===== config.mk =====
export PLATFORM = sky130hd
export DESIGN_NAME = boot_loader_ctrl
export DESIGN_NICKNAME = d
export VERILOG_FILES = /design/src/rtl/boot_loader_ctrl_pkg.sv /design/src/rtl/boot_timeout_counter.sv /design/src/rtl/boot_loader_ctrl.sv
export SDC_FILE = /design/constraint.sdc
export NUM_CORES = 1
export LEC_CHECK = 0
export CAP_MARGIN = 20
export CORE_ASPECT_RATIO = 1.5
export CORE_MARGIN = 3
export CORE_UTILIZATION = 35
export DETAILED_ROUTE_END_ITERATION = 8
export SLEW_MARGIN = 20
export SYNTH_ARGS = -nofsm -noshare
export SYNTH_HDL_FRONTEND = slang
export SYNTH_SLANG_ARGS = --single-unit
export TNS_END_PERCENT = 20

===== constraint.sdc =====
create_clock -name clk -period 7.3 [get_ports clk]
set_clock_uncertainty 0.1 [all_clocks]
set_input_delay 0.73 -clock clk [delete_from_list [all_inputs] [get_ports clk]]
set_output_delay 0.73 -clock clk [all_outputs]
set_load 0.005 [all_outputs]

===== src/rtl/boot_loader_ctrl_pkg.sv =====
// Shared state encoding, default timing constants and a width helper for the boot loader.
// The CHECK state exists only when BOOT_LOADER_CHECKSUM_EN is defined.
package boot_loader_ctrl_pkg;

    localparam logic [7:0]  DefSyncByte    = 8'hA5;
    localparam int unsigned DefBootWindow  = 50000000;
    localparam int unsigned DefByteTimeout = 1000000;

    typedef enum logic [3:0] {
        StWaitSync = 4'd0,
        StLenHi    = 4'd1,
        StLenLo    = 4'd2,
        StDataHi   = 4'd3,
        StDataLo   = 4'd4,
        StWrite    = 4'd5,
`ifdef BOOT_LOADER_CHECKSUM_EN
        StCheck    = 4'd6,
`endif
        StRun      = 4'd7,
        StError    = 4'd8
    } state_e;

    // Bits needed to hold the value v (at least one).
    function automatic int unsigned cnt_width(input int unsigned v);
        return (v < 2) ? 1 : $clog2(v + 1);
    endfunction

endpackage


===== src/rtl/boot_timeout_counter.sv =====
// Loadable saturating down-counter: reloads to Init on reset or clear, counts down while
// enabled, and flags expiry once it has reached zero.
module boot_timeout_counter #(
    parameter int unsigned Width = 8,
    parameter int unsigned Init  = 1
) (
    input  logic clk,
    input  logic reset,
    input  logic clr_i,
    input  logic en_i,
    output logic expired_o
);

    logic [Width-1:0] cnt_q;

    always_ff @(posedge clk) begin
        if (reset || clr_i) begin
            cnt_q <= Width'(Init);
        end else if (en_i && (cnt_q != '0)) begin
            cnt_q <= cnt_q - Width'(1);
        end
    end

    assign expired_o = (cnt_q == '0);

endmodule


===== src/rtl/boot_loader_ctrl.sv =====
// Boot loader sequencer: receives a length-prefixed word stream and writes it into the program
// ROM while holding the CPU in reset. Optional trailing XOR check under BOOT_LOADER_CHECKSUM_EN.
module boot_loader_ctrl
    import boot_loader_ctrl_pkg::*;
#(
    parameter int unsigned ADDR_W       = 15,
    parameter int unsigned MAX_WORDS    = 32768,
    parameter int unsigned BOOT_WINDOW  = DefBootWindow,
    parameter int unsigned BYTE_TIMEOUT = DefByteTimeout,
    parameter logic [7:0]  SYNC_BYTE    = DefSyncByte
) (
    input  logic              clk,
    input  logic              reset,
    input  logic              rx_valid_i,
    input  logic [7:0]        rx_data_i,
    output logic              rx_ready_o,
    output logic              rom_we_o,
    output logic [ADDR_W-1:0] rom_addr_o,
    output logic [15:0]       rom_wdata_o,
    output logic              cpu_reset_o,
    output logic              busy_o,
    output logic              done_o,
    output logic              error_o
);

    localparam int unsigned CntW = ADDR_W + 1;

`ifdef BOOT_LOADER_CHECKSUM_EN
    localparam state_e AfterLoad = StCheck;
`else
    localparam state_e AfterLoad = StRun;
`endif

    state_e            state_q, state_d;
    logic              rx_ready_q, rom_we_q, cpu_reset_q, busy_q, done_q, error_q;
    logic [ADDR_W-1:0] addr_q;
    logic [15:0]       wdata_q;
    logic [7:0]        len_hi_q;
    logic [15:0]       len_q;
    logic [CntW-1:0]   words_q;

    logic        rx_fire, idle_en, win_expired, idle_expired, last_word;
    logic [15:0] len_rx;

    assign rx_fire   = rx_valid_i & rx_ready_q;
    assign len_rx    = {len_hi_q, rx_data_i};
    assign last_word = (32'(words_q) + 32'd1) == 32'(len_q);

`ifdef BOOT_LOADER_CHECKSUM_EN
    assign idle_en = state_q inside {StLenHi, StLenLo, StDataHi, StDataLo, StCheck};
`else
    assign idle_en = state_q inside {StLenHi, StLenLo, StDataHi, StDataLo};
`endif

    // Boot window only runs until the first sync byte; reset reloads it.
    boot_timeout_counter #(
        .Width (cnt_width(BOOT_WINDOW)),
        .Init  (BOOT_WINDOW - 1)
    ) u_window (
        .clk       (clk),
        .reset     (reset),
        .clr_i     (1'b0),
        .en_i      (state_q == StWaitSync),
        .expired_o (win_expired)
    );

    boot_timeout_counter #(
        .Width (cnt_width(BYTE_TIMEOUT)),
        .Init  (BYTE_TIMEOUT - 1)
    ) u_idle (
        .clk       (clk),
        .reset     (reset),
        .clr_i     (rx_fire),
        .en_i      (idle_en),
        .expired_o (idle_expired)
    );

`ifdef BOOT_LOADER_CHECKSUM_EN
    logic [7:0] xor_q;
    logic       sum_ok;

    assign sum_ok = (xor_q == rx_data_i);

    always_ff @(posedge clk) begin
        if (reset) begin
            xor_q <= '0;
        end else if (rx_fire && (state_q inside {StLenHi, StLenLo, StDataHi, StDataLo})) begin
            xor_q <= xor_q ^ rx_data_i;
        end
    end
`endif

    always_comb begin
        state_d = state_q;
        unique case (state_q)
            StWaitSync: begin
                if (rx_fire && (rx_data_i == SYNC_BYTE)) state_d = StLenHi;
                else if (win_expired)                    state_d = StRun;
            end
            StLenHi: begin
                if (rx_fire)           state_d = StLenLo;
                else if (idle_expired) state_d = StError;
            end
            StLenLo: begin
                if (rx_fire) begin
                    if (len_rx == '0)                   state_d = AfterLoad;
                    else if (32'(len_rx) > MAX_WORDS)   state_d = StError;
                    else                                state_d = StDataHi;
                end else if (idle_expired) begin
                    state_d = StError;
                end
            end
            StDataHi: begin
                if (rx_fire)           state_d = StDataLo;
                else if (idle_expired) state_d = StError;
            end
            StDataLo: begin
                if (rx_fire)           state_d = StWrite;
                else if (idle_expired) state_d = StError;
            end
            StWrite: state_d = last_word ? AfterLoad : StDataHi;
`ifdef BOOT_LOADER_CHECKSUM_EN
            StCheck: begin
                if (rx_fire)           state_d = sum_ok ? StRun : StError;
                else if (idle_expired) state_d = StError;
            end
`endif
            StRun, StError: state_d = state_q;
            default:        state_d = StError;
        endcase
    end

    // Outputs are registered from the next state so they line up with state_q.
    always_ff @(posedge clk) begin
        if (reset) begin
            state_q     <= StWaitSync;
            rx_ready_q  <= 1'b1;
            rom_we_q    <= 1'b0;
            cpu_reset_q <= 1'b1;
            busy_q      <= 1'b0;
            done_q      <= 1'b0;
            error_q     <= 1'b0;
            addr_q      <= '0;
            wdata_q     <= '0;
            len_hi_q    <= '0;
            len_q       <= '0;
            words_q     <= '0;
        end else begin
            state_q     <= state_d;
            rom_we_q    <= (state_d == StWrite);
            cpu_reset_q <= (state_d != StRun);
            done_q      <= (state_d == StRun);
            error_q     <= (state_d == StError);
`ifdef BOOT_LOADER_CHECKSUM_EN
            rx_ready_q  <= state_d inside {StWaitSync, StLenHi, StLenLo, StDataHi, StDataLo,
                                           StCheck};
            busy_q      <= state_d inside {StLenHi, StLenLo, StDataHi, StDataLo, StWrite,
                                           StCheck};
`else
            rx_ready_q  <= state_d inside {StWaitSync, StLenHi, StLenLo, StDataHi, StDataLo};
            busy_q      <= state_d inside {StLenHi, StLenLo, StDataHi, StDataLo, StWrite};
`endif
            if (rx_fire) begin
                if (state_q == StLenHi)  len_hi_q      <= rx_data_i;
                if (state_q == StLenLo)  len_q         <= len_rx;
                if (state_q == StDataHi) wdata_q[15:8] <= rx_data_i;
                if (state_q == StDataLo) wdata_q[7:0]  <= rx_data_i;
            end
            if (state_q == StWrite) begin
                words_q <= words_q + CntW'(1);
                if (32'(addr_q) != (MAX_WORDS - 1)) addr_q <= addr_q + ADDR_W'(1);
            end
        end
    end

    assign rx_ready_o  = rx_ready_q;
    assign rom_we_o    = rom_we_q;
    assign rom_addr_o  = addr_q;
    assign rom_wdata_o = wdata_q;
    assign cpu_reset_o = cpu_reset_q;
    assign busy_o      = busy_q;
    assign done_o      = done_q;
    assign error_o     = error_q;

endmodule

==> results.sh, run 1 <==
export IMPL_avgViaCountPerCell=5.25
export IMPL_syn_area_sq_mm=0.00618
export IMPL_hold_viol_final=0
export IMPL_synth_warnings=0
export IMPL_layout_nets=767
export IMPL_cts_made_buffers=17
export IMPL_start_util=0.363
export IMPL_post_dp_cell_area_sq_mm=0.00679
export IMPL_vias=5123
export IMPL_holdPathStages=2
export IMPL_clock_sinks=127
export IMPL_fmaxAchievable_mhz=322
export IMPL_die_area_sq_mm=0.0193
export IMPL_powerDensity_mw_per_mm2=214
export IMPL_hold_ws_ps=375
export IMPL_clkTransAtPathRegs_ps=60
export IMPL_crit_path_end_kind="flip-flop"
export IMPL_grt_util_all_layers=0.165
export IMPL_routed_wirelength_mm=15.2
export IMPL_dp_cells=943
export IMPL_drive_gt1_frac=0.0837
export IMPL_root_buffer="clkbuf_16"
export IMPL_overflow=0
export IMPL_hold_end="len_q[9]$_SDFFE_PP0P_"
export IMPL_ys_flop_type="dfxtp_1"
export IMPL_die_y_microns=169
export IMPL_instances_no_fill=975
export IMPL_drt_wirelength_per_cell_microns=15.6
export IMPL_reg2reg_depth=8
export IMPL_cp_data_required_time_ps=7540
export IMPL_ir_drop_uv=145
export IMPL_layout_min_cycle_time_ps=3110
export IMPL_syn_avg_cell_area_sq_um=8.62
export IMPL_postCtsResizedCells=0
export IMPL_finalCritPeriodShare=0.426
export IMPL_cts_hold_buffers=0
export IMPL_grt_antenna_before_repair=0
export IMPL_utilization=0.433
export IMPL_grt_pass1_vias=5050
export IMPL_drv_cap=0
export IMPL_drv_slew=0
export IMPL_worstSetupPathType="input port to flip-flop"
export IMPL_synth_area_leaders="dfxtp_1, xnor2_1, nor2_1, nand2_1, mux2i_1"
export IMPL_hp_class="flip-flop to flip-flop"
export IMPL_yosysMostFrequentCell="dfxtp_1"
export IMPL_rsz0062_at_grt="false"
export IMPL_power_internal_mw=1.21
export IMPL_slew_headroom=0.336
export IMPL_net_switching_power_mw=0.374
export IMPL_ant_nets=0
export IMPL_arrival_ps=3350
export IMPL_dieWidth_microns=115
export IMPL_rows=58
export IMPL_yosys_cell_types_count=75
export IMPL_initialDrtViolationCount=249
export IMPL_power_mw=1.58
export IMPL_min_delay_start="len_q[9]$_SDFFE_PP0P_"
export IMPL_synth_nets=732
export IMPL_switching_share=0.237
export IMPL_r2r_slack_ps=4360
export IMPL_p_leak_nw=2.44
export IMPL_cts_setup_buffers=0
export IMPL_worstSkewPairLatency_ps=420
export IMPL_clockBufferDepth=2
export IMPL_synth_edf_count=0
export IMPL_yosysTopAreaCellShare=0.411
export IMPL_cp_max_fo=5
export IMPL_setup_viol=0
export IMPL_io_buffers=47
export IMPL_fin_ws_ps=4190
export IMPL_drc=0
export IMPL_cts_tree="yes"
export IMPL_grt_pass1_wl_mm=25.4
export IMPL_dp_hpwl_mm=10.8
export IMPL_async_flop_share=0
export IMPL_area_growth_pct=19.6
export IMPL_ys_ff_latch=127
export IMPL_grt_max_degree=83
export IMPL_r2r_end="rx_ready_o$_SDFF_PP1_"
export IMPL_status="complete, no violations"
export IMPL_place_congestion=0.902
export IMPL_pwr_share_seq=0.440
export IMPL_diodes=0
export IMPL_finalInstanceArea_sq_mm=0.00739
export IMPL_core_area_sq_mm=0.0171
export IMPL_post_place_ws_ps=3770
export IMPL_num_io_pins=48
export IMPL_yosys_top_cells_count="dfxtp_1, nor2_1, nand2_1"
export IMPL_worstMarginPinSlew_ps=993
export IMPL_first_pass_iters=5
export IMPL_startpoint_type="input port"
export IMPL_clockPowerShare=0.540
export IMPL_pwr_share_comb=0.020
export IMPL_cts_max_level=4
export IMPL_synthCells=717
export IMPL_synth_seq_area_share=0.411
export IMPL_fin_setup_tns_ps=0
export IMPL_timing_rr_start="words_q[0]$_SDFFE_PP0P_"
export IMPL_synth_area_leader_cell="dfxtp_1"
layout by cell type (no fill, tap or decap), types with 15 or more instances in the layout:
cell type	n
dfxtp_1	127
nor2_1	103
nand2_1	82
xnor2_1	49
clkdlybuf4s50_1	46
a21oi_1	30
xor2_1	27
mux2i_1	26
nor3_1	24
nand3_1	20
nand4_1	19
clkbuf_16	17
nand2b_1	16
nor4_1	15
or3_1	15
flip-flops by register name, summed over array words and instances, names as in the netlist, 4 cells and up:
register / count
u_idle.cnt_q: 20
words_q: 16
rom_wdata_o: 16
len_hi_q: 8
state_q: 4
u_window.cnt_q: 26
len_q: 16
rom_addr_o: 15
cells by family (layout without fill, tap and decap cells):
family          Yosys count  after routing  share of synthesized area
xor+xnor                 76             76                      0.108
compound gates           91             91                      0.104
mux                      26             26                     0.0421
flops                   127            127                      0.411
simple gates            347            347                      0.295
buf+inv                  46             94                     0.0320
fa+ha+maj                 4              4                    0.00810
how the worst max path moves through the flow:
stage	cells after the start	slack [ps]	from	endpoint
6_report	8	4190	rx_data_i[1]	busy_o$_SDFF_PP0_
4_1_cts	8	4200	rx_data_i[1]	busy_o$_SDFF_PP0_
5_1_grt	7	3980	rx_valid_i	rom_we_o$_SDFF_PP0_
2_1_floorplan	7	4500	rx_data_i[1]	busy_o$_SDFF_PP0_
3_3_place_gp	8	3790	rx_data_i[1]	busy_o$_SDFF_PP0_
3_5_place_dp	8	3770	rx_data_i[1]	busy_o$_SDFF_PP0_
power by group through the flow:
stage | Clock, mW | Combinational (mW) | Sequential (mW)
after floorplan | 0 | 0.0179 | 0.711
after global placement | 0 | 0.0312 | 0.711
after detailed placement | 0 | 0.0316 | 0.711
after CTS | 0.876 | 0.0316 | 0.696
after global routing | 0.908 | 0.0342 | 0.696
final | 0.854 | 0.0308 | 0.696
worst max-delay path, cell delays in order:
cell and delay [ps]:
clkdlybuf4s50_1 530, or4_4 590, nand4b_4 210, a2111o_1 430
a31o_1 200, a31o_1 260, and3_1 210, a211oi_2 180
routing by layer:
| metal | part of all wire | track usage |
|---|---|---|
| met5 | 0 | 0 |
| met4 | 0.035 | 0.0853 |
| met3 | 0.030 | 0.0397 |
| met2 | 0.51 | 0.282 |
| met1 | 0.43 | 0.189 |
final cells by class:
type                    count  area [sq um]
inverters                  11          41.3
clock inverters            13           143
clock buffers              19           453
flip-flops and latches    127          2540
well taps                 210           263
multi-input cells         544          3450
fillers                  1713          9660
repair buffers             51           498
Power figures use the tool's default switching activity.
==> run 2: changes to the inputs <==
Clock period 7.3 ns to 2.55 ns, I/O delays scaled along.
==> run 2 against run 1 <==
- hold slack lost 160 ps
- setup slack lost 4100 ps
- sequential share of layout area shrank 2.7 points
- largest cell class unchanged
- highest routed layer unchanged
==> results.sh, run 2 (same netlist as run 1, synthesis figures left out) <==
export IMPL_grt_pass1_wl_mm=26.8
export IMPL_layout_commonest_cell="dfxtp_1"
export IMPL_cp_num_buf_inv=0
export IMPL_cp_max_fo=8
export IMPL_rows=58
export IMPL_power_mw=4.57
export IMPL_clock_sinks=127
export IMPL_clkTransAtPathRegs_ps=70
export IMPL_area_growth_pct=30.1
export IMPL_cpPeakStageDelay_ps=590
export IMPL_root_buffer="clkbuf_16"
export IMPL_drv_cap=0
export IMPL_drv_slew=0
export IMPL_crit_path_end_kind="flip-flop"
export IMPL_hold_ws_ps=215
export IMPL_ir_drop_uv=420
export IMPL_powerDensity_mw_per_mm2=568
export IMPL_arrival_ps=2650
export IMPL_dieWidth_microns=115
export IMPL_worstMarginPinSlew_ps=784
export IMPL_reg_largest_list="u_window.cnt_q: 26 flops, u_idle.cnt_q: 20 flops"
export IMPL_core_area_sq_mm=0.0171
export IMPL_layout_nets=835
export IMPL_drt_wirelength_per_cell_microns=15.2
export IMPL_vias=5344
export IMPL_path_cells="xnor2_2, nand4bb_1, o311ai_1, nor2_1, or4b_4, o311ai_4, nand2_1"
export IMPL_clockBufferDepth=2
export IMPL_worstSkewPairLatency_ps=430
export IMPL_hp_class="input port to flip-flop"
export IMPL_initialDrtViolationCount=301
export IMPL_layout_min_cycle_time_ps=2450
export IMPL_status="complete, no violations"
export IMPL_avgViaCountPerCell=5.12
export IMPL_io_buffers=47
export IMPL_start_util=0.363
export IMPL_startpoint_type="flip-flop"
export IMPL_grt_antenna_before_repair=0
export IMPL_ant_nets=0
export IMPL_cp_data_required_time_ps=2760
export IMPL_drive_gt1_frac=0.182
export IMPL_rsz0062_at_grt="true"
export IMPL_die_area_sq_mm=0.0193
export IMPL_place_congestion=0.912
export IMPL_dp_hpwl_mm=11.4
export IMPL_setup_viol=0
export IMPL_num_io_pins=48
export IMPL_crit_path_top_delay_cell="dfxtp_1"
export IMPL_fin_setup_tns_ps=0
export IMPL_worstSetupPathType="flip-flop to flip-flop"
export IMPL_first_pass_iters=4
export IMPL_grt_util_all_layers=0.173
export IMPL_cts_max_level=4
export IMPL_cts_tree="yes"
export IMPL_crit_family="simple AND/OR/NAND/NOR gates"
export IMPL_fmaxAchievable_mhz=409
export IMPL_die_y_microns=169
export IMPL_grt_pass1_vias=5380
export IMPL_routed_wirelength_mm=15.9
export IMPL_final_cell_mix="dfxtp_1, nor2_1, nand2_1"
export IMPL_largest_reg_flops=26
export IMPL_cts_hold_buffers=0
export IMPL_overflow=0
export IMPL_p_leak_nw=2.81
export IMPL_finalCritPeriodShare=0.959
export IMPL_slew_headroom=0.473
export IMPL_regMostFlops="u_window.cnt_q"
export IMPL_hold_viol_final=0
export IMPL_r2r_slack_ps=100
export IMPL_grt_max_degree=60
export IMPL_cts_made_buffers=17
export IMPL_drc=0
export IMPL_diodes=0
==> run 2: cell types whose count changed in the layout (fill, tap and decap cells not counted), moves of 3 or more <==
cell,delta
and4_2,+3
and4_1,-3
dfxtp_1,-3
buf_4,+67
nor4_2,+3
nor4_1,-4
nor3_1,-3
dfxtp_2,+3
nor3_2,+3
==> run 2: metal layers <==
layer / share of wire / GRT usage / vias to the layer above
met5: 0 / 0 / -
met4: 0.023 / 0.0811 / 0
met3: 0.030 / 0.0358 / 21
met2: 0.52 / 0.302 / 74
met1: 0.42 / 0.198 / 2520
li1: - / - / 2729
==> run 2: worst register-to-register path: cells and delay by family, from the launching register on <==
kind / cells / cell delay [ps]
AND/OR/NAND/NOR: 4 / 910
AO/OA/AOI/OAI: 2 / 510
flip-flops: 1 / 590
XOR/XNOR: 1 / 230
==> run 2: path summary, 6_finish.rpt <==
| path | start | to | cells past startpoint |
|---|---|---|---|
| setup / recovery | words_q[12]$_SDFFE_PP0P_ | rx_ready_o$_SDFF_PP1_ | 7 |
| hold reg to reg | len_hi_q[6]$_SDFFE_PP0P_ | len_q[14]$_SDFFE_PP0P_ | 2 |
| setup reg to reg | words_q[12]$_SDFFE_PP0P_ | rx_ready_o$_SDFF_PP1_ | 7 |
| hold / removal | reset | u_window.cnt_q[9]$_SDFFE_PP0P_ | 2 |
==> run 2: area by class of cell <==
| type | count | area (sq um) |
|---|---|---|
| fill | 1657 | 9010 |
| multi-input combinational | 544 | 3560 |
| sequential | 127 | 2550 |
| timing repair buffer | 119 | 1020 |
| clock buffer | 17 | 425 |
| tap | 210 | 263 |
| clock inverter | 15 | 180 |
| inverter | 11 | 41.3 |
==> run 2: where the power goes <==
part / total [mW] / switching, mW / internal (mW)
registers: 1.99 / 0.00419 / 1.99
clock network: 2.47 / 1.06 / 1.41
logic: 0.106 / 0.0625 / 0.0431
==> run 2: per-stage QoR <==
stage          cells  setup slack (ps)  cell area [sq um]   util
6_report        1043               104               8040  0.472
3_3_place_gp    1009              -388               7290  0.428
4_1_cts         1041              12.4               7900  0.463
3_5_place_dp    1009              -397               7290  0.428
5_1_grt         1043             -84.8               8040  0.472
2_1_floorplan    717              63.7               6180      -
==> run 2: timing repair <==
action                                  in CTS  in global routing
buffers inserted                             0                  2
resized for setup                            0                 28
endpoints found under the setup margin       0                 21
==> run 3: changes to the inputs <==
Settings changed: ABC_AREA set to 1, RECOVER_POWER set to 25, REMOVE_ABC_BUFFERS set to 1.
==> run 3 against run 2 <==
- clock power is 2% lower
- wire length increased by 5.6%
- combinational power up 16%
- total power shrank 0.77%
- global-route usage is 0.16 points lower
- via count is 16% higher
- cell area shrank 1.3%
- die area increased by 4.7%
- largest power group unchanged
- highest routed layer unchanged
==> results.sh, run 3 <==
export IMPL_cpPeakStageDelay_ps=410
export IMPL_cp_num_buf_inv=0
export IMPL_synth_top_family_by_area="simple AND/OR/NAND/NOR gates"
export IMPL_avgViaCountPerCell=4.81
export IMPL_cp_max_fo=9
export IMPL_synth_edf_count=0
export IMPL_hp_class="flip-flop to flip-flop"
export IMPL_layout_nets=1045
export IMPL_drv_cap=0
export IMPL_cp_startpoint="words_q[0]$_SDFFE_PP0P_"
export IMPL_fin_setup_tns_ps=0
export IMPL_powerDensity_mw_per_mm2=571
export IMPL_synth_warnings=0
export IMPL_first_pass_iters=7
export IMPL_grt_max_degree=27
export IMPL_status="complete, no violations"
export IMPL_vias=6210
export IMPL_post_place_ws_ps=227
export IMPL_dieWidth_microns=117
export IMPL_cts_setup_buffers=0
export IMPL_layout_min_cycle_time_ps=2260
export IMPL_arrival_ps=2520
export IMPL_initialDrtViolationCount=309
export IMPL_reg_largest_list="u_window.cnt_q: 26 flops, u_idle.cnt_q: 20 flops"
export IMPL_r2r_slack_ps=290
export IMPL_path_cells="ha_1, nand2_1, nor2_4, nand2_1, nand2_1, nand3_1, nand2_1, nand4_1, nor2_1, nand3_2, nand2_1, nand2_1, nand2_1, nand2_1, nand2_1"
export IMPL_area_growth_pct=22.3
export IMPL_diodes=0
export IMPL_clockBufferDepth=2
export IMPL_yosys_cell_types_count=44
export IMPL_cts_tree="yes"
export IMPL_drt_wirelength_per_cell_microns=13.0
export IMPL_synth_seq_area_share=0.392
export IMPL_yosysMostFrequentCell="nand2_1"
export IMPL_dp_cells=1259
export IMPL_setup_viol=0
export IMPL_crit_family="simple AND/OR/NAND/NOR gates"
export IMPL_synthXorXnorAreaFrac=0.0116
export IMPL_grt_antenna_before_repair=0
export IMPL_cts_max_level=4
export IMPL_startpoint_type="flip-flop"
export IMPL_yosysTopAreaCellShare=0.392
export IMPL_io_buffers=47
export IMPL_syn_area_sq_mm=0.00649
export IMPL_crit_path_top_delay_cell="dfxtp_1"
export IMPL_postCtsResizedCells=0
export IMPL_dp_hpwl_mm=12.8
export IMPL_cts_made_buffers=17
export IMPL_drc=0
export IMPL_yosys_area_share_simple=0.348
export IMPL_core_area_sq_mm=0.0181
export IMPL_rsz0062_at_grt="false"
export IMPL_num_fill_cells=1878
export IMPL_worstSetupPathType="flip-flop to flip-flop"
export IMPL_crit_top_cell="nand2_1"
export IMPL_final_cell_mix="nand2_1, nor2_1, inv_1"
export IMPL_cts_hold_buffers=0
export IMPL_utilization=0.439
export IMPL_ant_nets=0
export IMPL_finalCritPeriodShare=0.885
export IMPL_grt_pass1_vias=5850
export IMPL_die_y_microns=173
export IMPL_syn_avg_cell_area_sq_um=6.75
export IMPL_grt_pass1_wl_mm=27.6
export IMPL_synth_area_leaders="dfxtp_1, nand2_1, nor2_1, inv_1, a21oi_1"
export IMPL_die_area_sq_mm=0.0202
export IMPL_start_util=0.359
export IMPL_timing_rr_start="words_q[0]$_SDFFE_PP0P_"
export IMPL_grt_util_all_layers=0.171
export IMPL_synthCells=962
export IMPL_drv_slew=0
export IMPL_slew_headroom=0.493
export IMPL_ys_flop_type="dfxtp_1"
export IMPL_critical_path_endpoint="busy_o$_SDFF_PP0_"
export IMPL_rows=60
export IMPL_clock_sinks=127
export IMPL_synth_area_leader_cell="dfxtp_1"
export IMPL_largest_reg_flops=26
export IMPL_reg2reg_depth=15
export IMPL_crit_path_end_kind="flip-flop"
export IMPL_layout_commonest_cell="nand2_1"
export IMPL_yosys_top_cells_count="nand2_1, nor2_1, inv_1"
export IMPL_cp_num_cells=15
export IMPL_async_flop_share=0
export IMPL_cp_data_required_time_ps=2810
export IMPL_drive_gt1_frac=0.0912
export IMPL_instances_no_fill=1290
export IMPL_hold_viol_final=0
export IMPL_overflow=0
export IMPL_ys_ff_latch=127
export IMPL_fmaxAchievable_mhz=443
export IMPL_synthMuxAreaShare=0
export IMPL_clkTransAtPathRegs_ps=60
export IMPL_worstSkewPairLatency_ps=420
export IMPL_num_io_pins=48
export IMPL_routed_wirelength_mm=16.7
export IMPL_synthAdderAreaFrac=0.00771
export IMPL_p_leak_nw=3.33
export IMPL_fin_ws_ps=292
export IMPL_synth_compound_area_frac=0.148
export IMPL_regMostFlops="u_window.cnt_q"
export IMPL_place_congestion=0.850
export IMPL_r2r_end="busy_o$_SDFF_PP0_"
export IMPL_ir_drop_uv=429
export IMPL_worstMarginPinSlew_ps=759
export IMPL_root_buffer="clkbuf_16"
## run 3: cell types whose count changed after synthesis, sizes merged, moves of 26 or more
| cell | previous run | this run |
|---|---|---|
| a21oi | 31 | 82 |
| mux2i | 26 | 0 |
| o21ai | 15 | 80 |
| nor2 | 104 | 155 |
| xnor2 | 49 | 0 |
| inv | 11 | 134 |
| nand2 | 83 | 200 |
| nand3 | 20 | 87 |
## run 3: kinds of logic after synthesis
kind of cell / count (synthesis)
compound gates: 180
xor+xnor: 7
fa+ha+maj: 4
buf+inv: 157
flops: 127
simple gates: 487
## run 3: final cells by class
| class | instances | area [sq um] | share of cell area |
|---|---|---|---|
| sequential | 127 | 2540 | 0.320 |
| inverter | 137 | 517 | 0.0651 |
| clock inverter | 9 | 109 | 0.0137 |
| tap | 248 | 310 | 0.0391 |
| multi-input combinational | 678 | 3340 | 0.421 |
| clock buffer | 22 | 484 | 0.0610 |
| timing repair buffer | 69 | 629 | 0.0793 |
## run 3: how the worst min path moves through the flow
stage | start | to | cells past startpoint
2_1_floorplan | reset | len_hi_q[0]$_SDFFE_PP0P_ | 1
4_1_cts | rom_wdata_o[14]$_SDFFE_PP0P_ | rom_wdata_o[14]$_SDFFE_PP0P_ | 2
5_1_grt | rom_wdata_o[15]$_SDFFE_PP0P_ | rom_wdata_o[15]$_SDFFE_PP0P_ | 2
3_3_place_gp | rom_wdata_o[15]$_SDFFE_PP0P_ | rom_wdata_o[15]$_SDFFE_PP0P_ | 2
3_5_place_dp | rom_wdata_o[14]$_SDFFE_PP0P_ | rom_wdata_o[14]$_SDFFE_PP0P_ | 2
6_report | rom_wdata_o[14]$_SDFFE_PP0P_ | rom_wdata_o[14]$_SDFFE_PP0P_ | 2
## run 3: worst register-to-register path, delay by kind of cell (launching register included)
family	cells	cell delay, ps
flip-flops	1	410
adder cells (fa/ha/maj)	1	210
AND/OR/NAND/NOR	14	1470
## run 3: power breakdown
part | internal, mW | switching (mW)
logic | 0.0440 | 0.0794
clock network | 1.53 | 0.882
registers | 1.99 | 0.00490
total | 3.57 | 0.967
## run 3: stage by stage
stage / cell area (sq um) / hold slack [ps] / power [mW]
global route: 7940 / 364 / 4.69
global placement: 7350 / 333 / 2.16
detailed placement: 7350 / 336 / 2.16
CTS: 7950 / 345 / 4.60
floorplan: 6410 / 224 / 2.09
finish: 7940 / 338 / 4.53
## run 3: routing by layer
metal	part of all wire	up-vias	routed length [microns]	GRT usage
met5	0	-	0	0
met4	0.019	0	315	0.0516
met3	0.029	25	483	0.0434
met2	0.54	84	9040	0.316
met1	0.41	2845	6900	0.186
li1	-	3256	-	-
